--- src/rtl/alu_nibble_seq_pkg.sv ---
// Shared types and constants for the nibble-serial ALU sequencer.
// Holds the FSM state encoding, the ADD opcode and the slice width.
package alu_nibble_seq_pkg;

   localparam int NIB_W = 4;

   typedef enum logic [1:0] {
      IDLE = 2'd0,
      RUN  = 2'd1,
      DONE = 2'd2
   } state_t;

   // {l, aluop} pattern that selects the chained adder
   localparam logic [2:0] OP_ADD = {1'b0, 2'b10};

   function automatic logic is_add(input logic l, input logic [1:0] aluop);
      return {l, aluop} == OP_ADD;
   endfunction

   // Logic-unit ops are always legal; the adder is only legal for ADD
   function automatic logic is_legal(input logic l, input logic [1:0] aluop);
      return l || is_add(l, aluop);
   endfunction

endpackage

--- src/rtl/alu_nibble_seq_nib_sel.sv ---
// Combinational slice mux: picks nibble idx out of a W-bit word.
// Written as a compare-and-select loop so non-power-of-two NIBBLES stay in range.
module alu_nibble_seq_nib_sel
   import alu_nibble_seq_pkg::*;
#(
   parameter int NIBBLES = 4,
   localparam int W     = NIB_W * NIBBLES,
   localparam int IDX_W = $clog2(NIBBLES)
) (
   input  logic [W-1:0]     data,
   input  logic [IDX_W-1:0] idx,
   output logic [NIB_W-1:0] nib
);

   always_comb begin
      // NOTE: assigning a default before the loop keeps this purely combinational (no latch).
      nib = '0;
      for (int i = 0; i < NIBBLES; i++) begin
         if (idx == IDX_W'(i)) nib = data[NIB_W*i +: NIB_W];
      end
   end

endmodule

--- src/rtl/alu_nibble_seq.sv ---
// Runs wide ADD / logic operations through an external 4-bit ALU, one nibble
// per clock LSB first, with valid/ready handshakes on request and result.
module alu_nibble_seq
   import alu_nibble_seq_pkg::*;
#(
   parameter int NIBBLES = 4,
   localparam int W     = NIB_W * NIBBLES,
   localparam int IDX_W = $clog2(NIBBLES)
) (
   input  logic             clk,
   input  logic             reset,
   input  logic             in_valid,
   output logic             in_ready,
   input  logic [W-1:0]     a,
   input  logic [W-1:0]     b,
   input  logic             cin,
   input  logic             l,
   input  logic [1:0]       aluop,
   output logic             out_valid,
   input  logic             out_ready,
   output logic [W-1:0]     result,
   output logic             cout,
   output logic             zero,
   output logic             sign,
   output logic             err,
   output logic [NIB_W-1:0] alu_a,
   output logic [NIB_W-1:0] alu_b,
   output logic             alu_cin,
   output logic [1:0]       alu_op,
   output logic             alu_l,
   input  logic [NIB_W-1:0] alu_r,
   input  logic             alu_cout,
   input  logic             alu_zero,
   input  logic             alu_sign
);

   localparam logic [IDX_W-1:0] LAST = IDX_W'(NIBBLES - 1);

   state_t           state, state_nx;
   logic [W-1:0]     a_q, b_q;
   logic             l_q;
   logic [1:0]       op_q;
   logic [IDX_W-1:0] idx;
   logic             carry;
   logic             zacc;
   logic [NIB_W-1:0] a_nib, b_nib;
   logic             add_q;
   logic             accept;

   assign add_q  = is_add(l_q, op_q);
   assign accept = (state == IDLE) && in_valid;

   // NOTE: operand registers are only read in RUN after being loaded, so they need no reset.
   always_ff @(posedge clk) begin
      if (accept) begin
         a_q  <= a;
         b_q  <= b;
         l_q  <= l;
         op_q <= aluop;
      end
   end

   // NOTE: sequential state uses non-blocking assignments so every register sees pre-edge values.
   always_ff @(posedge clk) begin
      if (!reset) begin
         state  <= IDLE;
         idx    <= '0;
         carry  <= 1'b0;
         zacc   <= 1'b1;
         result <= '0;
         cout   <= 1'b0;
         zero   <= 1'b0;
         sign   <= 1'b0;
         err    <= 1'b0;
      end else begin
         state <= state_nx;
         case (state)
            IDLE: if (in_valid) begin
               idx    <= '0;
               carry  <= is_add(l, aluop) ? cin : 1'b0;
               zacc   <= 1'b1;
               result <= '0;
               cout   <= 1'b0;
               zero   <= 1'b0;
               sign   <= 1'b0;
               err    <= !is_legal(l, aluop);
            end
            RUN: begin
               result[NIB_W*int'(idx) +: NIB_W] <= alu_r;
               carry <= add_q ? alu_cout : 1'b0;
               zacc  <= zacc & alu_zero;
               idx   <= (idx == LAST) ? '0 : idx + 1'b1;
               // Final flags are taken from the last slice as DONE is entered
               if (idx == LAST) begin
                  sign <= alu_sign;
                  cout <= add_q ? alu_cout : 1'b0;
                  zero <= zacc & alu_zero;
               end
            end
            default: ;
         endcase
      end
   end

   always_comb begin
      state_nx = state;
      case (state)
         IDLE:    if (in_valid) state_nx = is_legal(l, aluop) ? RUN : DONE;
         RUN:     if (idx == LAST) state_nx = DONE;
         DONE:    if (out_ready) state_nx = IDLE;
         default: state_nx = IDLE;
      endcase
   end

   alu_nibble_seq_nib_sel #(.NIBBLES(NIBBLES)) u_sel_a (.data(a_q), .idx(idx), .nib(a_nib));
   alu_nibble_seq_nib_sel #(.NIBBLES(NIBBLES)) u_sel_b (.data(b_q), .idx(idx), .nib(b_nib));

   always_comb begin
      in_ready  = (state == IDLE);
      out_valid = (state == DONE);
      alu_a     = '0;
      alu_b     = '0;
      alu_cin   = 1'b0;
      alu_l     = 1'b1;
      alu_op    = 2'b00;
      if (state == RUN) begin
         alu_a   = a_nib;
         alu_b   = b_nib;
         alu_cin = carry;
         alu_l   = l_q;
         alu_op  = op_q;
      end
   end

endmodule

--- config.mk ---
export PLATFORM = sky130hd
export DESIGN_NAME = alu_nibble_seq
export DESIGN_NICKNAME = d
export VERILOG_FILES = /design/src/rtl/alu_nibble_seq_pkg.sv /design/src/rtl/alu_nibble_seq_nib_sel.sv /design/src/rtl/alu_nibble_seq.sv
export SDC_FILE = /design/constraint.sdc
export NUM_CORES = 1
export LEC_CHECK = 0
export ABC_AREA = 0
export CORE_ASPECT_RATIO = 1.5
export CORE_MARGIN = 4
export CORE_UTILIZATION = 55
export DETAILED_ROUTE_END_ITERATION = 6
export DONT_BUFFER_PORTS = 1
export GPL_ROUTABILITY_DRIVEN = 1
export PLACE_DENSITY = 0.7
export SLEW_MARGIN = 20
export SYNTH_ARGS = -nofsm -noshare
export SYNTH_HDL_FRONTEND = slang
export SYNTH_SLANG_ARGS = --single-unit
--- constraint.sdc ---
create_clock -name clk -period 3.05 [get_ports clk]
set_input_delay 0.61 -clock clk [delete_from_list [all_inputs] [get_ports clk]]
set_output_delay 0.61 -clock clk [all_outputs]
set_load 0.1 [all_outputs]
==> results of run 1 <==
[worst paths after layout]
| check | startpoint | end | slack (ps) |
|---|---|---|---|
| worst min register to register | zacc | zero | 480 |
| worst max register to register | idx[0] | state[1] | 1050 |
| worst max-delay path | idx[0] | alu_a[2] | 210 |
| worst min-delay path | reset | zacc | 370 |
[sequential cells by signal, indices dropped and copies added (netlist names)]
name    count
result     16
b_q        16
err         1
a_q        16
idx         2
zero        1
l_q         1
zacc        1
cout        1
state       2
sign        1
op_q        2
carry       1
[cell families (layout without fill, tap and decap cells)]
family | after synthesis | after routing | synth area share (%)
AO/OA/AOI/OAI | 59 | 59 | 16.7
buffers and inverters | 21 | 44 | 3.46
flip-flops | 61 | 61 | 60.4
multiplexers | 1 | 1 | 0.385
AND/OR/NAND/NOR | 59 | 59 | 15.2
adder cells (fa/ha/maj) | 8 | 8 | 3.85
[per-layer routing]
metal / vias up / wire length (µm) / global-route usage [%]
li1: 805 / - / -
met1: 802 / 1860 / 18.2
met2: 79 / 2840 / 32.2
met3: 15 / 431 / 9.07
met4: 0 / 162 / 12.2
met5: - / 0 / 0
[area by class of cell]
class | instances | area, µm²
inverter | 11 | 41.3
fill | 335 | 1470
multi-input combinational | 127 | 981
clock buffer | 11 | 131
clock inverter | 5 | 51.3
timing repair buffer | 17 | 215
sequential | 61 | 1570
tap | 64 | 80.1
[per-stage QoR]
step / setup WS [ps] / power [mW] / cells
global placement: 397 / 1.29 / 280
CTS: 53.1 / 1.97 / 296
detailed placement: 275 / 1.30 / 280
finish: 210 / 1.95 / 296
global route: 2.48 / 2.03 / 296
floorplan: 66.5 / 1.23 / 209
[where the power goes]
group / switching [mW] / internal [mW] / total, mW
registers: 0.0551 / 0.926 / 0.981
clock network: 0.295 / 0.372 / 0.667
logic: 0.202 / 0.102 / 0.304
[placed cells by master, fill, tap and decap left out, drive strengths merged, types with 3 or more instances in the layout]
cell type,count
o21ai,3
a21boi,4
nor2b,16
buf,17
a211o,7
ha,8
inv,11
a22oi,10
a221oi,7
a21oi,13
dfxtp,26
edfxtp,35
nand2,16
clkinv,3
nand2b,7
clkbuf,11
nor2,4
and2,4
nand3,4
a22o,7
==> flow_metrics.tcl, run 1 <==
set metrics [dict create \
    status "finished clean" \
    final-hold-violation-count 0 \
    synth_warnings 0 \
    final_nets 282 \
    most_used_dff_post_synth "edfxtp_1" \
    syn-mean-instance-area_um2 12.4 \
    areaGrowthSynthToFinish_pct 18.1 \
    worst_clock_skew_ps 8.49 \
    post-cts-setup-buffer-count 0 \
    syn_area_mm2 0.00260 \
    synth.area.top_cells "edfxtp_1 (40%), dfxtp_1 (20%), ha_1 (3.8%)" \
    grt_setup_unrepaired "false" \
    wl_um 5290 \
    synth_commonest_cells "edfxtp_1 (35), dfxtp_1 (26), nand2_1 (16)" \
    ys_ff_latch 61 \
    fp.dieW_um 64.2 \
    yosysTopAreaCellShare_pct 40.4 \
    timing.critical_path.cells "inv_1 > ha_1 > nor2b_4 > a221oi_1 > a211o_1 > a21oi_2 > buf_12" \
    first_global_vias 1756 \
    die_y_um 92.2 \
    synthArstFlopShare_pct 0 \
    drt-pass1-iter-count 4 \
    final_critical_path_share_of_the_clock_period_pct 93.1 \
    grt_overflow_total 0 \
    number_of_instances_in_the_synthesized_netlist 209 \
    tritoncts_num_sinks 61 \
    cp_data_arrival_time_ps 2230 \
    critical-path-max-stage-delay_ps 390 \
    crit_fanout 7 \
    vdd_drop_max_v 0.000438 \
    synth.yosys.seq_area_share_pct 60.4 \
    number_of_flops_mapped_to_enable_cells_by_yosys 35 \
    proportion_of_layout_cells_with_a_drive_suffix_above_1_pct 20.7 \
    clk_pin_slew_worst_paths_ps 60 \
    final_util_pct 67.6 \
    worst-slew-pin-transition_ps 996 \
    grt_pass1_wl_um 8290 \
    clk_path_buf_depth 2 \
    drcViolationCount 0 \
    timing.critical_path.slowest_stage_cell "dfxtp_1" \
    postPlaceCellArea_mm2 0.00288 \
    power_per_cell_area_mw_per_mm2 636 \
    worst_ep_required_time_ps 2440 \
    timing.hold.worst_path_depth 1 \
    path_delay_family "compound AO/OA/AOI/OAI gates" \
    maxCapViolCount 0 \
    ant_nets 0 \
    drt_iter0_drc 140 \
    io_pins 81 \
    mean_routed_wirelength_per_cell_um 17.9 \
    clock_latency_ps 330 \
    post_route_cell_area_mm2 0.00307 \
    worstSetupPathType "flip-flop to primary output" \
    finalSetupViolations 0 \
    rows 30 \
    synth.distinct_cells 38 \
    worst-path-buf-inv 2 \
    syn-num-nets 264 \
    finalCriticalPeriod_ps 2840 \
    detailed_place_hpwl_um 3890 \
    hold_ws_ps 368 \
    clock.fmax_mhz 352 \
    routabilityCongestion 0.767 \
    endpoint_kind "primary output" \
    yosysTopAreaCell "edfxtp_1" \
    pins_over_their_slew_limit 0 \
    timing.max_slew.rel_slack_pct 33.5 \
    vias 1701 \
    io_buffer_count 0 \
    crit_path_start_kind "flip-flop" \
    critical_path_depth 7 \
    total_leakage_power_nw 1.14 \
    clock_tree.htree_level_count 3 \
    detail_route.vias_per_cell 5.75 \
    cts.root.buffer_cell "clkbuf_8" \
    antennaDiodeCount 0 \
    number_of_antenna_violations_at_the_first_check_in_global_routing 0 \
    start_util_pct 57.3 \
    coreArea_mm2 0.00454 \
    tritoncts_clock_tree "built" \
    postCtsHoldBufs 0 \
    design.die.area_mm2 0.00592 \
    hold_path_class "primary input to flip-flop" \
    cts_resized 1 \
    grt_max_degree 36 \
    cts_buffers 9 \
    total_neg_setup_slack_ps 0 \
    grtUsageTotal_pct 19.1 \
    worst-r2r-cell-count 5 \
    synth_most_common_cell "edfxtp_1" \
]
(Power assumes the default switching activity.)
==> run 2, diff against run 1 <==
- CORE_MARGIN: 4 -> 2
==> flow_metrics.tcl, run 2 (same netlist as run 1, synthesis figures left out) <==
set metrics [dict create \
    sw_frac_of_total_pct 29.3 \
    p_int_mw 1.32 \
    crit_path_start_kind "flip-flop" \
    timing.hold.worst_path_depth 1 \
    worst_ep_required_time_ps 2440 \
    power_per_cell_area_mw_per_mm2 613 \
    rows 30 \
    io_pins 81 \
    coreArea_mm2 0.00454 \
    layout_commonest_cell "edfxtp_1" \
    design.die.area_mm2 0.00531 \
    dp_cells 279 \
    worst_clock_skew_ps 11.4 \
    top_regs "a_q: 16 flops, b_q: 16 flops, result: 16 flops" \
    mean_routed_wirelength_per_cell_um 16.6 \
    total_leakage_power_nw 1.12 \
    worstSetupPathType "flip-flop to primary output" \
    grtUsageTotal_pct 20.4 \
    timing.max_slew.rel_slack_pct 30.8 \
    worst-slew-pin-transition_ps 1040 \
    die_y_um 88.2 \
    relative_contribution_of_sequential_cells_to_total_power_pct 52.6 \
    endpoint_kind "primary output" \
    status "finished clean" \
    routabilityCongestion 0.905 \
    layout.area.seq_mm2 0.00157 \
    drcViolationCount 0 \
    cts_buffers 9 \
    post_layout_nonfiller_instances 295 \
    drt_iter0_drc 92 \
    tritoncts_num_sinks 61 \
    hold_path_class "primary input to flip-flop" \
    areaGrowthSynthToFinish_pct 16.7 \
    clock.fmax_mhz 348 \
    vias 1682 \
    clock_latency_ps 330 \
    first_global_vias 1694 \
    post-cts-setup-buffer-count 0 \
    grt_max_degree 36 \
    drt-pass1-iter-count 4 \
    pwr-share-clk_pct 31.2 \
    min-delay-start "reset" \
    cts.root.buffer_cell "clkbuf_8" \
    grt_pass1_wl_um 7780 \
    clk_pin_slew_worst_paths_ps 70 \
    crit_fanout 7 \
    maxCapViolCount 0 \
    io_buffer_count 0 \
    detailed_place_hpwl_um 3620 \
    detail_route.vias_per_cell 5.70 \
    total_neg_setup_slack_ps 0 \
    start_util_pct 57.3 \
    cp_data_arrival_time_ps 2270 \
    grt_overflow_total 0 \
    ant_nets 0 \
    reg2reg_from "idx[0]" \
    pins_over_their_slew_limit 0 \
    comb_power_share_pct 16.1 \
    number_of_antenna_violations_at_the_first_check_in_global_routing 0 \
    mostFrequentLayoutCells "edfxtp_1 (35), dfxtp_1 (26), nand2_1 (16)" \
    multi_input_comb_area_um2 976 \
    clock_tree.htree_level_count 3 \
    wl_um 4900 \
    antennaDiodeCount 0 \
    worst-r2r-cell-count 6 \
    worstSetupStartpoint "idx[1]" \
    clk_path_buf_depth 2 \
    switching_power_mw 0.545 \
    tritoncts_clock_tree "built" \
    final_nets 281 \
    vdd_drop_max_v 0.000438 \
    finalCriticalPeriod_ps 2880 \
    grt_setup_unrepaired "false" \
    fp.dieW_um 60.2 \
    proportion_of_layout_cells_with_a_drive_suffix_above_1_pct 20.8 \
    finalSetupViolations 0 \
    final-hold-violation-count 0 \
    fill_cells 326 \
    final_critical_path_share_of_the_clock_period_pct 94.3 \
]
## run 2: changes by cell type in the layout (fill, tap and decap cells not counted)
cell        delta
nor2b_2        +1
clkinv_1       -1
clkinv_4       +1
clkinv_2       +2
bufinv_16      -1
nor2b_4        -1
clkinvlp_4     -1
buf_4          -1
## run 2: worst paths after layout
kind,to,slack [ps]
worst max register to register,cout,1070
worst max-delay path,alu_a[3],170
worst min-delay path,zacc,360
worst min register to register,zero,470
## run 2: per-stage QoR
| stage | instance area (µm²) | hold slack [ps] | utilization, % | worst slack, ps | total power [mW] |
|---|---|---|---|---|---|
| global route | 3040 | 342 | 66.9 | 11.7 | 1.94 |
| finish | 3040 | 362 | 66.9 | 174 | 1.86 |
| floorplan | 2630 | 454 | - | 66.5 | 1.23 |
| global placement | 2870 | 472 | 63.3 | 466 | 1.29 |
| detailed placement | 2870 | 475 | 63.3 | 390 | 1.30 |
| CTS | 3040 | 343 | 66.9 | 147 | 1.88 |
## run 2: cell type report
type,instances,area share [%]
timing repair buffer,16,6.84
clock inverter,5,0.948
inverter,11,1.36
sequential,61,51.8
tap,64,2.64
clock buffer,11,4.33
multi-input combinational,127,32.1
## run 2: repair_timing
action                                  CTS  global route
gates resized for setup                   1             0
endpoints found under the setup margin    1             0
hold buffers                              0             0
## run 2: power by group through the flow
| stage | registers (mW) | clock network (mW) | logic [mW] |
|---|---|---|---|
| global placement | 0.996 | 0 | 0.295 |
| floorplan | 0.989 | 0 | 0.238 |
| global route | 0.985 | 0.636 | 0.321 |
| detailed placement | 0.997 | 0 | 0.302 |
| CTS | 0.980 | 0.597 | 0.303 |
| finish | 0.979 | 0.581 | 0.300 |
## run 2: layer usage
layer / vias up / GRT usage (%) / routed length (µm)
li1: 806 / - / -
met5: - / 0 / 0
met4: 0 / 12.3 / 123
met3: 14 / 9.50 / 350
met1: 784 / 20.4 / 1740
met2: 78 / 33.6 / 2690
## run 2: critical path: stages (launching register included)
cell and delay (ps):
dfxtp_1 360, inv_1 150, ha_1 260, nor2b_2 340
a221oi_1 120, a211o_1 320, a21oi_2 190, buf_12 200
==> run 3, diff against run 2 <==
--- a/config.mk
+++ b/config.mk
@@ -8,2 +8,3 @@
 export ABC_AREA = 0
+export ABC_CLOCK_PERIOD_IN_PS = 3050
 export CORE_ASPECT_RATIO = 1.5
--- a/constraint.sdc
+++ b/constraint.sdc
@@ -3,2 +3,2 @@
 set_output_delay 0.61 -clock clk [all_outputs]
-set_load 0.1 [all_outputs]
+set_load 0.01 [all_outputs]
==> flow_metrics.tcl, run 3 (same netlist as run 1, synthesis figures left out) <==
set metrics [dict create \
    io_pins 81 \
    post_route_cell_area_mm2 0.00286 \
    fp.dieW_um 60.2 \
    switching_power_mw 0.418 \
    crit_path_start_kind "flip-flop" \
    antennaDiodeCount 0 \
    io_buffer_count 0 \
    detail_route.vias_per_cell 5.69 \
    grt_max_degree 36 \
    pins_over_their_slew_limit 0 \
    final_critical_path_share_of_the_clock_period_pct 93.0 \
    cts_buffers 9 \
    vias 1594 \
    grt_setup_unrepaired "false" \
    power_per_cell_area_mw_per_mm2 651 \
    ant_nets 0 \
    comb_power_share_pct 8.7 \
    total_leakage_power_nw 1.05 \
    drcViolationCount 0 \
    final_nets 267 \
    mostFrequentLayoutCells "edfxtp_1 (35), dfxtp_1 (26), nand2_1 (16)" \
    proportion_of_layout_cells_with_a_drive_suffix_above_1_pct 10.6 \
    fill_cells 353 \
    drt-pass1-iter-count 5 \
    cts.root.buffer_cell "clkbuf_8" \
    first_global_vias 1699 \
    number_of_antenna_violations_at_the_first_check_in_global_routing 0 \
    maxCapViolCount 0 \
    status "finished clean" \
    grt_overflow_total 0 \
    relative_contribution_of_sequential_cells_to_total_power_pct 51.3 \
    clock_latency_ps 330 \
    clock.fmax_mhz 352 \
    tritoncts_num_sinks 61 \
    finalSetupViolations 0 \
    coreArea_mm2 0.00454 \
    cp_data_arrival_time_ps 2230 \
    die_y_um 88.2 \
    areaGrowthSynthToFinish_pct 9.91 \
    post-cts-setup-buffer-count 0 \
    rows 30 \
    total_neg_setup_slack_ps 0 \
    clk_pin_slew_worst_paths_ps 60 \
    worst_slack_ps 213 \
    detailed_place_hpwl_um 3560 \
    sw_frac_of_total_pct 22.5 \
    wl_um 4950 \
    finalCriticalPeriod_ps 2840 \
    grtUsageTotal_pct 20.4 \
    worst_ep_required_time_ps 2440 \
    hold_path_class "primary input to flip-flop" \
    top_regs "a_q: 16 flops, b_q: 16 flops, result: 16 flops" \
    p_int_mw 1.44 \
    drt_iter0_drc 113 \
    design.die.area_mm2 0.00531 \
    pwr-share-clk_pct 40.0 \
    vdd_drop_max_v 0.000361 \
    start_util_pct 57.3 \
    mean_routed_wirelength_per_cell_um 17.7 \
    postPlaceCellArea_mm2 0.00265 \
    final-hold-violation-count 0 \
    dpl_worst_slack_ps 338 \
    worst-slew-pin-transition_ps 614 \
    postCtsHoldBufs 0 \
    tritoncts_clock_tree "built" \
    clk_path_buf_depth 2 \
    endpoint_kind "primary output" \
    multi_input_comb_area_um2 947 \
    layout_commonest_cell "edfxtp_1" \
    timing.max_slew.rel_slack_pct 59.1 \
    crit_fanout 10 \
    worst_clock_skew_ps 5.29 \
    r2r_slack_ps 790 \
    worstSetupPathType "flip-flop to primary output" \
    layout.area.seq_mm2 0.00157 \
    routabilityCongestion 0.833 \
    grt_pass1_wl_um 7720 \
    clock_tree.htree_level_count 3 \
]
==> run 3: final cells by class <==
type | count | share of cell area (%)
clock buffer | 10 | 4.46
clock inverter | 5 | 2.67
inverter | 11 | 1.44
multi-input combinational | 127 | 33.1
sequential | 61 | 55.0
tap | 64 | 2.80
timing repair buffer | 2 | 0.525
==> run 3: layer usage <==
| metal | vias up | global-route usage [%] | part of all wire, % | routed length [µm] |
|---|---|---|---|---|
| met5 | - | 0 | 0 | 0 |
| met4 | 0 | 13.5 | 1.9 | 95 |
| met3 | 9 | 6.87 | 5.9 | 294 |
| met2 | 68 | 35.7 | 55 | 2740 |
| met1 | 742 | 19.8 | 37 | 1810 |
| li1 | 775 | - | - | - |
==> run 3: metrics by stage <==
| step | power (mW) | util (%) | hold slack (ps) | cells |
|---|---|---|---|---|
| after CTS | 1.88 | 62.8 | 333 | 280 |
| after floorplan | 1.10 | - | 454 | 209 |
| after detailed placement | 1.13 | 58.3 | 486 | 265 |
| final | 1.86 | 62.9 | 357 | 280 |
| after global routing | 1.93 | 62.9 | 349 | 280 |
| after global placement | 1.13 | 58.3 | 470 | 265 |
==> run 3: worst paths after layout <==
| path | from | endpoint | depth (start not counted) |
|---|---|---|---|
| hold / removal | reset | zacc | 1 |
| hold reg to reg | zacc | zero | 2 |
| setup reg to reg | idx[0] | zero | 6 |
| setup / recovery | idx[0] | alu_a[1] | 6 |
==> run 3: critical path, stage by stage, from the launching register on <==
cell      delay (ps)
dfxtp_1          650
inv_1            200
ha_1             300
nor2b_4          170
a221oi_1         310
a211o_1          160
a21oi_1          110
==> run 3: power groups by stage <==
stage                     Clock [mW]  Combinational, mW  Sequential, mW
after global routing           0.790              0.179           0.961
after CTS                      0.761              0.162           0.955
after detailed placement           0              0.161           0.973
after global placement             0              0.156           0.970
final                          0.744              0.162           0.955
after floorplan                    0              0.142           0.961
==> run 3: repair_timing <==
| item | in CTS | in global routing |
|---|---|---|
| pin swaps | 0 | 0 |
| endpoints found under the hold margin | 0 | 0 |
| setup endpoints to repair | 7 | 2 |
| gates resized for setup | 1 | 1 |
==> RTL change (settings of run 2) <==
Make the reset (`reset`) asynchronous in one clocked block.
--- a/src/rtl/alu_nibble_seq.sv
+++ b/src/rtl/alu_nibble_seq.sv
@@ -62,5 +62,5 @@
 
    // NOTE: sequential state uses non-blocking assignments so every register sees pre-edge values.
-   always_ff @(posedge clk) begin
+   always_ff @(posedge clk or negedge reset) begin
       if (!reset) begin
          state  <= IDLE;
Check against the original RTL: differs if reset is asserted again (counterexample within 4 cycles, from zero or initial values and one cycle with reset low); with reset held inactive, the same outputs for 10 cycles.
==> RTL change against run 2 <==
- routed wire length up 0.20%
- worst setup slack better by 21 ps
- die area up 3.3%
- final area up 6.3%
- sequential cell count unchanged
- clock skew down 5.3 ps
- utilization up 0.78 points
- area after synthesis up 3.5%
- worst hold slack worse by 240 ps
- critical path type unchanged
Power is not shown: default switching activity piles up to over one toggle a cycle in this logic, so the estimate is an artifact.
==> RTL change: results (changes against run 2) <==
* Outcome: complete, no violations
- Total routing resource utilization after global routing: 0.193 (-0.0105)
- The endpoint identified for the worst register-to-register timing path is result[15].
- Length of routed wiring on met1: 1720 um (-0.86%)
* Worst reg2reg setup slack: 1040 ps (-30 ps)
- The share of flip-flops with an asynchronous set or reset was 0.426 (+0.426).
- By area the synthesized netlist is led by sky130_fd_sc_hd__edfxtp_1, sky130_fd_sc_hd__dfrtp_1, sky130_fd_sc_hd__a22o_1, sky130_fd_sc_hd__ha_1, sky130_fd_sc_hd__a21oi_1.
- The maximum clock path buffer count came to 2 (unchanged).
- The last weighted congestion value of the routability-driven placer is 0.792 (-13%).
- Fillers: 369 (+13%)
* Global-route wire length before repair: 7470 um (-3.9%)
- Layout cell share with drive strength beyond 1: 0.249 (+0.0411)
- The half-perimeter wire length after detailed placement came to 3630 um (+0.17%).
- Yosys cell types: 37 (-2.6%)
- In this run the critical register-to-register path is launched from idx[0].
* Via count of the first global-routing pass: 1687 (-0.41%)
- Final worst clock skew: 6.09 ps (-5.29 ps)
- Slew at the pin closest to its max-slew limit: 922 ps (-120 ps)
- The critical path ends at alu_b[2].
* Biggest fanout along the worst timing path: 9 (+2)
* Post-synthesis share of cell area spent on full adders, half adders and majority gates: 0.0372 (-0.00131)
- Multiplexer fraction of the synthesized cell area: 0.00976 (+0.00591)
* First element of the critical path: idx[0]
- The maximum number of pins on one net before global-route repair came to 41 (+14%).
- The routed wire length is 4910 um (+0.20%).
* Hold Crit Class: input pin to async pin
- Maximum single-stage delay on the critical path: 520 ps (+160 ps)
* Synth Net Count: 251 (-4.9%)
- Grouping stages by cell kind, the critical path spends the most delay in flip-flops.
* Nets: 271 (-3.6%)
* Drt via density: 5.81 (+1.9%)
- The worst endpoint data arrival time is 2240 ps (-30 ps).
- Critical Path Slowest Stage Cell: sky130_fd_sc_hd__dfrtp_1
- The DRC violation total after the first TritonRoute iteration came to 43 (-53%).
- The complex-gate fraction of the synthesized area came to 0.158 (-0.00986).
- The amount of wire on met3 after detailed routing was 328 um (-6.3%).
* Leading cell types by count after synthesis: sky130_fd_sc_hd__edfxtp_1, sky130_fd_sc_hd__dfrtp_1, sky130_fd_sc_hd__a21oi_1, sky130_fd_sc_hd__a22o_1, sky130_fd_sc_hd__nand2_1
-- RTL change: cell count changes after synthesis, sizes merged, moves of 8 or more --
cell / delta
a22o: +10
dfrtp: +25
nand3b: +8
nor2b: -14
a221o: +8
a22oi: -10
dfxtp: -26
-- RTL change: worst min path at each step --
stage,start,end,cells after the start
global route,reset,zacc,0
detailed placement,reset,cout,0
floorplan,reset,carry,0
CTS,reset,zacc,0
finish,reset,zacc,0
global placement,reset,cout,0
-- RTL change: routing by layer --
layer	up-vias	global-route usage
met1	810	0.179
li1	774	-
met3	13	0.0917
met4	0	0.0988
met5	-	0
met2	70	0.341
-- RTL change: cells by family after synthesis --
group | after synthesis
flip-flops | 61
AO/OA/AOI/OAI | 55
AND/OR/NAND/NOR | 47
buffers and inverters | 23
adder cells (fa/ha/maj) | 8
multiplexers | 2
-- RTL change: through the flow --
step	cells	hold WS (ps)	cell area, um^2	worst slack, ps
floorplan	196	314	2780	204
global placement	270	315	3050	525
detailed placement	270	315	3050	407
CTS	287	107	3230	41.8
global route	287	91.0	3230	49.3
finish	287	123	3230	195
-- RTL change: cell type report --
type                    instances  share of cell area
repair buffers                 20              0.0768
flip-flops and latches         61               0.528
clock buffers                  14              0.0473
multi-input cells             112               0.304
inverters                      12              0.0155
well taps                      66              0.0256
clock inverters                 2             0.00310
-- RTL change: what timing repair did --
item	in CTS	in global routing
setup endpoints to repair	0	8
hold buffers	1	0
hold endpoints to repair	25	0
gates resized for setup	0	2
